--- src/rtl/cpu_pkg.sv ---
// Shared types for the small RISC core: opcode and sequencer phase encodings.
package cpu_pkg;

  typedef enum logic [2:0] {HLT, SKZ, ADD, AND, XOR, LDA, STO, JMP} opcode_t;

  typedef enum logic [2:0] {
    INST_ADDR,
    INST_FETCH,
    INST_LOAD,
    IDLE,
    OP_ADDR,
    OP_FETCH,
    ALU_OP,
    STORE
  } state_t;

  // Opcodes that fetch an operand and write the accumulator.
  function automatic logic is_aluop(opcode_t op);
    return (op == ADD) || (op == AND) || (op == XOR) || (op == LDA);
  endfunction

endpackage

--- src/rtl/cpu_sequencer.sv ---
// Eight-phase control sequencer: one instruction per 8 clocks, strobes decoded
// combinationally from the current phase, the opcode and the ALU zero flag.
module cpu_sequencer
  import cpu_pkg::*;
#(
  parameter int unsigned OPCODE_W = 3
) (
  input  logic                clk,
  input  logic                rst_,
  input  logic [OPCODE_W-1:0] opcode,
  input  logic                zero,
  output logic                mem_rd,
  output logic                load_ir,
  output logic                halt,
  output logic                inc_pc,
  output logic                load_ac,
  output logic                load_pc,
  output logic                mem_wr,
  output logic [2:0]          phase
);

  state_t  state_q, state_d;
  opcode_t op;
  logic    aluop;
  logic    halt_hold;

  assign op        = opcode_t'(opcode);
  assign aluop     = is_aluop(op);
  assign halt_hold = (state_q == OP_ADDR) && (op == HLT);

  // Next phase depends only on the current phase and the HLT condition.
  always_comb begin
    state_d = state_q;
    if (!halt_hold) begin
      state_d = state_t'(state_q + 3'd1);
    end
  end

  always_ff @(posedge clk or negedge rst_) begin
    if (!rst_) begin
      state_q <= INST_ADDR;
    end else begin
      state_q <= state_d;
    end
  end

  always_comb begin
    mem_rd  = 1'b0;
    load_ir = 1'b0;
    halt    = 1'b0;
    inc_pc  = 1'b0;
    load_ac = 1'b0;
    load_pc = 1'b0;
    mem_wr  = 1'b0;
    unique case (state_q)
      INST_ADDR: ;
      INST_FETCH: mem_rd = 1'b1;
      INST_LOAD, IDLE: begin
        mem_rd  = 1'b1;
        load_ir = 1'b1;
      end
      OP_ADDR: begin
        halt   = (op == HLT);
        inc_pc = (op != HLT);
      end
      OP_FETCH: mem_rd = aluop;
      ALU_OP: begin
        mem_rd  = aluop;
        load_ac = aluop;
        inc_pc  = (op == SKZ) && zero;
        load_pc = (op == JMP);
      end
      STORE: begin
        // JMP raises both; the counter gives load priority.
        mem_rd  = aluop;
        load_ac = aluop;
        inc_pc  = (op == JMP);
        load_pc = (op == JMP);
        mem_wr  = (op == STO);
      end
      default: ;
    endcase
  end

  assign phase = state_q;

endmodule

--- config.mk ---
export PLATFORM = sky130hd
export DESIGN_NAME = cpu_sequencer
export DESIGN_NICKNAME = d
export VERILOG_FILES = /design/src/rtl/cpu_pkg.sv /design/src/rtl/cpu_sequencer.sv
export SDC_FILE = /design/constraint.sdc
export NUM_CORES = 1
export LEC_CHECK = 0
export CORE_AREA = 5 5 42 44
export DETAILED_ROUTE_END_ITERATION = 12
export DIE_AREA = 0 0 47 49
export PLACE_DENSITY = 0.53
export SETUP_SLACK_MARGIN = 0.02
export SYNTH_ARGS = -nofsm -noshare
export SYNTH_HDL_FRONTEND = slang
export SYNTH_SLANG_ARGS = --single-unit
--- constraint.sdc ---
create_clock -name clk -period 1.7 [get_ports clk]
set_clock_uncertainty 0.05 [all_clocks]
set_input_delay 0.34 -clock clk [delete_from_list [all_inputs] [get_ports clk]]
set_output_delay 0.34 -clock clk [all_outputs]
set_load 0.05 [all_outputs]
# ---- Yosys cells after proc, flatten, opt, wreduce, memory -nomap -nowiden
# Index checks and enable logic that the tools add are counted.
dict set report totals {
  regBits 3
  input_bits 6
  output_inout_bits 10
  wordCells 34
}
dict set report classes {
  addsub 1
  n_eq_ne 14
  n_mux 7
  n_reduce_logical 11
}
# cell count
set op_table {}
lappend op_table {{== test 3 bit, second input constant} 8}
lappend op_table {{== test 3 x 2 -> 1 bit, second input constant} 4}
lappend op_table {{== test 3 x 1 -> 1 bit, second input constant} 2}
lappend op_table {{OR reduction 3 bit} 2}
lappend op_table {{2-to-1 mux 1 bit} 5}
lappend op_table {{OR reduction 2 bit} 2}
lappend op_table {{adder 3 x 1 -> 3 bit, second input constant} 1}
lappend op_table {{zero test 3 bit} 1}
lappend op_table {{logical OR 1 bit} 3}
lappend op_table {{case mux 1 bit (3 select lines)} 1}
lappend op_table {{nonzero test 3 bit} 1}
lappend op_table {{logical AND 1 bit} 2}
lappend op_table {{case mux 1 bit (2 select lines)} 1}

# ---- Logic depth before layout (Yosys ltp)
# Gate-level depths: netlist of the first run.
dict set report depth {
  word_depth 5
  mapped_depth 5
  ltp_nobuf 5
}

# ---- Worst setup path before layout of the first run
# No wires, ideal clock.
dict set report synth_timing {
  kind {register to output}
  start {register state_q[1] (netlist: phase[1])}
  end {output port inc_pc}
  t_arrival_ns 2.009
  required_time_ns 1.310
  setup_slack_ns -0.699
  path_stages_with_launch 5
  path_buffers 0
  path_cell_list {dfrtp_1 -> ha_1 -> ha_1 -> nand3_1 -> o221ai_1}
}
dict set report synth_via {
  elab_chain_cells 2
}
# item line_no
set synth_lines {}
lappend synth_lines {{start: declaration} cpu_sequencer.sv:22} ;# state_t state_q, state_d;
lappend synth_lines {{start signal: assignment} cpu_sequencer.sv:43} ;# state_q <= state_d;
lappend synth_lines {{== test 3 bit} cpu_sequencer.sv:55} ;# unique case (state_q)
lappend synth_lines {{case mux 1 bit (3 select lines) (*)} cpu_sequencer.sv:55}
lappend synth_lines {{end: declaration} cpu_sequencer.sv:15} ;# output logic inc_pc,
# Every way passes the cells marked *; elsewhere a longest branch is shown, timed or not.

# ---- Final worst setup path of the first run
dict set report layout_timing {
  start {register state_q[0] (netlist: phase[0])}
  end {output port inc_pc}
}
# The elaborated chain is that of the path after synthesis.

==> impl_metrics.tcl, run 1 <==
set metrics [dict create \
    status "finished, violations left" \
    violations "setup timing" \
    syn2layout_area_growth_pct 163 \
    worst_pin_slew_ns 0.255 \
    grt_max_degree 7 \
    worstPathArrival_ns 1.58 \
    drt_pass1_iterations 1 \
    crit_path_end_kind "output pin" \
    drt_iter0_markers 0 \
    path_max_fanout 2 \
    htree_num_levels 1 \
    slew_violations 0 \
    cts-hold-fix-buffers 0 \
    period_needed_ns 1.97 \
    grt-ovfl-total 0 \
    port_buffers 15 \
    p_per_area_mw_per_mm2 2010 \
    rsz0062_at_grt "yes" \
    clk-insertion-delay-late_ns 0.23 \
    cts_tree "done" \
    drt.antenna.violating_nets 0 \
    routabilityCongestion 0.692 \
    grt_pass1_wl_um 1600 \
    synth_nets 48 \
    drc_errors 0 \
    die_x_um 47 \
    grt_use_total_pct 9.74 \
    synthTopCellsByArea "dfrtp_1, ha_1, inv_1, xnor2_1, nand3_1" \
    cts_sinks 3 \
    post-dp-hpwl_um 747 \
    post-route-period-util_pct 116 \
    crit_type "register to output pin" \
    start_util_pct 22.0 \
    irDropWorstVdd_mv 1.05 \
    synthCells 36 \
    synth_top_cell_by_area "dfrtp_1" \
    required_ns 1.31 \
    slowest_delay_ns 0.43 \
    crit_slowest_cell "or4_4" \
    synth_cell_types 16 \
    reg2reg_slack_ns 0.22 \
    cts_max_path_buffers 2 \
    synth.avg_cell_area_um2 8.55 \
    tns_ns -1.25 \
    drive_above_1_share_pct 71.4 \
    clock.fmax_mhz 508 \
    largest_reg_flops 3 \
    setup_slack_ns -0.268 \
    ctsRootBufferMaster "clkbuf_4" \
    p_leak_nw 0.358 \
    n_fill_cell 134 \
    dr_total_vias 376 \
    nNetsFinal 83 \
    synth-warning-count 0 \
    wire_per_inst_um 10.8 \
    synth_seq_cells 3 \
    min-delay-path-class "primary input to async pin" \
    rows 14 \
    timing.slew.headroom_pct 83.0 \
    syn_area_um2 308 \
    core_region_area_mm2 0.00140 \
    maxCapViolations 0 \
    dieArea_mm2 0.00230 \
    first_global_vias 404 \
    yosysSeqAreaShare_pct 24.4 \
    io_pins 16 \
    antenna_found_initial 0 \
    routed_wirelength_um 928 \
    dp_cells 81 \
    synth_top_area_share_pct 24.4 \
    vias_per_cell 4.37 \
    worstSetupStartpointType "register" \
    clk_pin_slew_worst_paths_ns 0.04 \
    die_y_um 49 \
    n_antenna_cell 0 \
    crit_chain "inv_2 -> ha_4 -> nand3_2 -> or4_4 -> o221ai_4 -> buf_12" \
    final_cells 86 \
    finalHoldViolCount 0 \
    cts_made_buffers 3 \
    setup_viol 7 \
]
==> synthesized netlist by cell type <==
cell      number
or4_1          1
a21oi_1        1
nor2_1         4
xnor2_1        2
ha_1           6
nand3_2        1
inv_1          5
a21o_1         2
o221ai_1       1
mux2_4         1
dfrtp_1        3
nor3_2         1
nand3_1        3
o21ai_0        1
nand2_1        3
inv_2          1
==> cell type report <==
class                   instances  area, µm²  area share (%)
well taps                      16       20.0            2.47
flip-flops and latches          3       78.8            9.74
clock buffers                   4       26.3            3.25
multi-input cells              27        313            38.6
repair buffers                 30        345            42.7
inverters                       6       26.3            3.25
==> per-stage QoR <==
stage | utilization, % | worst slack, ns | area, µm² | hold WS, ns | power (mW)
after detailed placement | 53.0 | -0.353 | 743 | 0.484 | 1.41
after global placement | 53.0 | -0.348 | 743 | 0.482 | 1.40
after global routing | 57.8 | -0.336 | 810 | 0.248 | 1.73
after CTS | 57.8 | -0.276 | 810 | 0.235 | 1.65
after floorplan | - | -0.164 | 393 | -0.00559 | 0.862
final | 57.8 | -0.268 | 810 | 0.238 | 1.63
==> kinds of logic (layout without fill, tap and decap cells) <==
logic type	Yosys count	count (layout)	synth area share [%]
and+or+nand+nor	13	13	22.4
adders and majority gates	6	6	24.4
buffers and inverters	6	40	7.32
AOI/OAI and AO/OA	5	5	11.0
DFF	3	3	24.4
xor gates and xnor gates	2	2	5.69
muxes	1	1	4.88
==> worst max-delay path: cells and delay by family (launching register included) <==
family	cells	cell delay, ns
buffers and inverters	2	0.24
AO/OA/AOI/OAI	1	0.09
AND/OR/NAND/NOR	2	0.49
flip-flops	1	0.39
adder cells (fa/ha/maj)	1	0.14
==> where the power goes <==
part           internal (mW)  leakage, nW  switching [mW]  total, mW
clock                 0.0879       0.0150          0.0360      0.124
combinational          0.641        0.311           0.675       1.32
sequential             0.119       0.0316          0.0662      0.185
==> routing by layer <==
| layer | global-route usage, % | share of wire [%] |
|---|---|---|
| met4 | 6.91 | 2.8 |
| met3 | 3.32 | 8.2 |
| met2 | 14.7 | 52 |
| met1 | 10.8 | 36 |
| met5 | 0 | 0 |
==> cell usage in the layout, fill, tap and decap left out, types with 3 or more instances in the layout <==
cell           count
nand3_2            3
buf_4             15
nand2_1            3
ha_4               3
clkbuf_4           3
nor2_4             3
dlygate4sd2_1      3
dfrtp_2            3
inv_1              3
buf_12             8
==> worst paths after layout <==
path | from | to | cells after the start
worst max-delay path | phase[0] | inc_pc | 6
worst min-delay path | rst_ | phase[1] | 1
worst max register to register | phase[0] | phase[1] | 6
worst min register to register | phase[0] | phase[0] | 3
max in group asynchronous | rst_ | phase[0] | 1
min in group clk | phase[0] | phase[0] | 3
==> repair_timing <==
action,CTS,global route
gates cloned,0,0
pin swaps,1,1
setup endpoints to repair,8,7
resized for setup,10,0
buffers inserted,1,0
No activity file was read; power rests on OpenSTA's default activity.
==> run 2, diff against run 1 <==
HOLD_SLACK_MARGIN = 0.08   (was not set)
==> results of run 2 <==
No change in the layout: final DEF, timing and power equal those of run 1.
==> run 3, diff against run 2 <==
CORE_AREA = 2 2 39 41   (was 5 5 42 44)
DIE_AREA = 0 0 41 43   (was 0 0 47 49)
TNS_END_PERCENT = 20   (was not set)
==> impl_metrics.tcl, run 3 (same netlist as run 1, synthesis figures left out) <==
set metrics [dict create \
    min-delay-path-class "primary input to async pin" \
    drc_errors 0 \
    drt_iter0_markers 0 \
    die_y_um 43 \
    required_ns 1.31 \
    syn2layout_area_growth_pct 167 \
    rsz0062_at_grt "yes" \
    port_buffers 15 \
    status "finished, violations left" \
    n_antenna_cell 0 \
    crit_chain "inv_2 -> ha_4 -> nand3_2 -> or4_4 -> o221ai_4 -> buf_12" \
    grt_max_degree 7 \
    ctsRootBufferMaster "clkbuf_4" \
    placed_cell_area_um2 732 \
    setup_viol 7 \
    cp_num_buf_inv 2 \
    crit_slowest_cell "dfrtp_2" \
    worstSetupStartpointType "register" \
    irDropWorstVdd_mv 1.12 \
    first_global_vias 366 \
    crit_path_end_kind "output pin" \
    core_region_area_mm2 0.00138 \
    path_max_fanout 3 \
    p_leak_nw 0.371 \
    antenna_found_initial 0 \
    grt_pass1_wl_um 1450 \
    grt_use_total_pct 12.2 \
    clock.fmax_mhz 500 \
    worstPathArrival_ns 1.61 \
    slew_violations 0 \
    tns_ns -1.12 \
    r2r_start "phase[0]" \
    final_util_pct 59.4 \
    htree_num_levels 1 \
    finalHoldViolCount 0 \
    cts-hold-fix-buffers 0 \
    vias_per_cell 4.19 \
    finish.instance_area_um2 822 \
    start_util_pct 22.2 \
    dp_cells 80 \
    endpoint "inc_pc" \
    hold_ws_ns 0.240 \
    worst-path-stages 6 \
    post-route-period-util_pct 118 \
    cts_made_buffers 3 \
    final_common_cell "buf_4" \
    timing.slew.headroom_pct 81.3 \
    worst_pin_slew_ns 0.279 \
    largest_reg_flops 3 \
    final_cells 86 \
    wire_per_inst_um 9.45 \
    post-dp-hpwl_um 684 \
    routed_wirelength_um 813 \
    clk_pin_slew_worst_paths_ns 0.04 \
    drt_pass1_iterations 1 \
    crit_type "register to output pin" \
    p_per_area_mw_per_mm2 2030 \
    clk-insertion-delay-late_ns 0.23 \
    cts_sinks 3 \
    nNetsFinal 83 \
    period_needed_ns 2.00 \
    cts_max_path_buffers 2 \
    slowest_delay_ns 0.43 \
    crit_start "phase[0]" \
    dieArea_mm2 0.00176 \
    dr_total_vias 360 \
    grt-ovfl-total 0 \
    drt.antenna.violating_nets 0 \
    io_pins 16 \
    cts_tree "done" \
    r2r_cells 8 \
    post-place-ws_ns -0.348 \
    violations "setup timing" \
    maxCapViolations 0 \
    path_delay_family "simple AND/OR/NAND/NOR gates" \
    reg2reg_slack_ns 0.10 \
    drive_above_1_share_pct 71.4 \
    routabilityCongestion 0.608 \
    final_cell_mix "buf_4, buf_12" \
    setup_slack_ns -0.299 \
    rows 14 \
    timing.rr.end "phase[1]" \
    power_mw 1.67 \
    die_x_um 41 \
]
run 3: per-layer routing:
metal | GRT usage [%] | wire length (µm) | up-vias
met5 | 0 | 0 | -
met4 | 8.00 | 17 | 0
met3 | 4.71 | 66 | 2
met2 | 18.1 | 414 | 15
met1 | 13.8 | 315 | 157
li1 | - | - | 186
run 3: how the worst min path moves through the flow:
| stage | from | cells after the start | to |
|---|---|---|---|
| floorplan | rst_ | 0 | phase[0] |
| global placement | rst_ | 1 | phase[2] |
| detailed placement | rst_ | 1 | phase[0] |
| CTS | rst_ | 1 | phase[0] |
| global route | rst_ | 1 | phase[2] |
| finish | rst_ | 1 | phase[0] |
run 3: final cells by class:
type	instances	area, µm²
inverter	6	22.5
sequential	3	78.8
timing repair buffer	30	362
multi-input combinational	27	313
clock buffer	4	26.3
tap	16	20.0
fill	125	562
run 3: report_power, final:
| part | internal (mW) | switching [mW] |
|---|---|---|
| clock | 0.0879 | 0.0358 |
| sequential | 0.119 | 0.0651 |
| combinational | 0.685 | 0.674 |
run 3: what timing repair did:
item / CTS / global route
setup buffers: 2 / 0
resized for setup: 8 / 6
endpoints found under the setup margin: 7 / 8
pin swaps: 1 / 2
run 3: worst register-to-register path, stage by stage (launching register included):
cell,delay [ns]
dfrtp_2,0.40
inv_2,0.06
buf_4,0.13
buf_6,0.11
ha_4,0.15
buf_6,0.11
nand3_4,0.05
buf_4,0.13
mux2_4,0.29
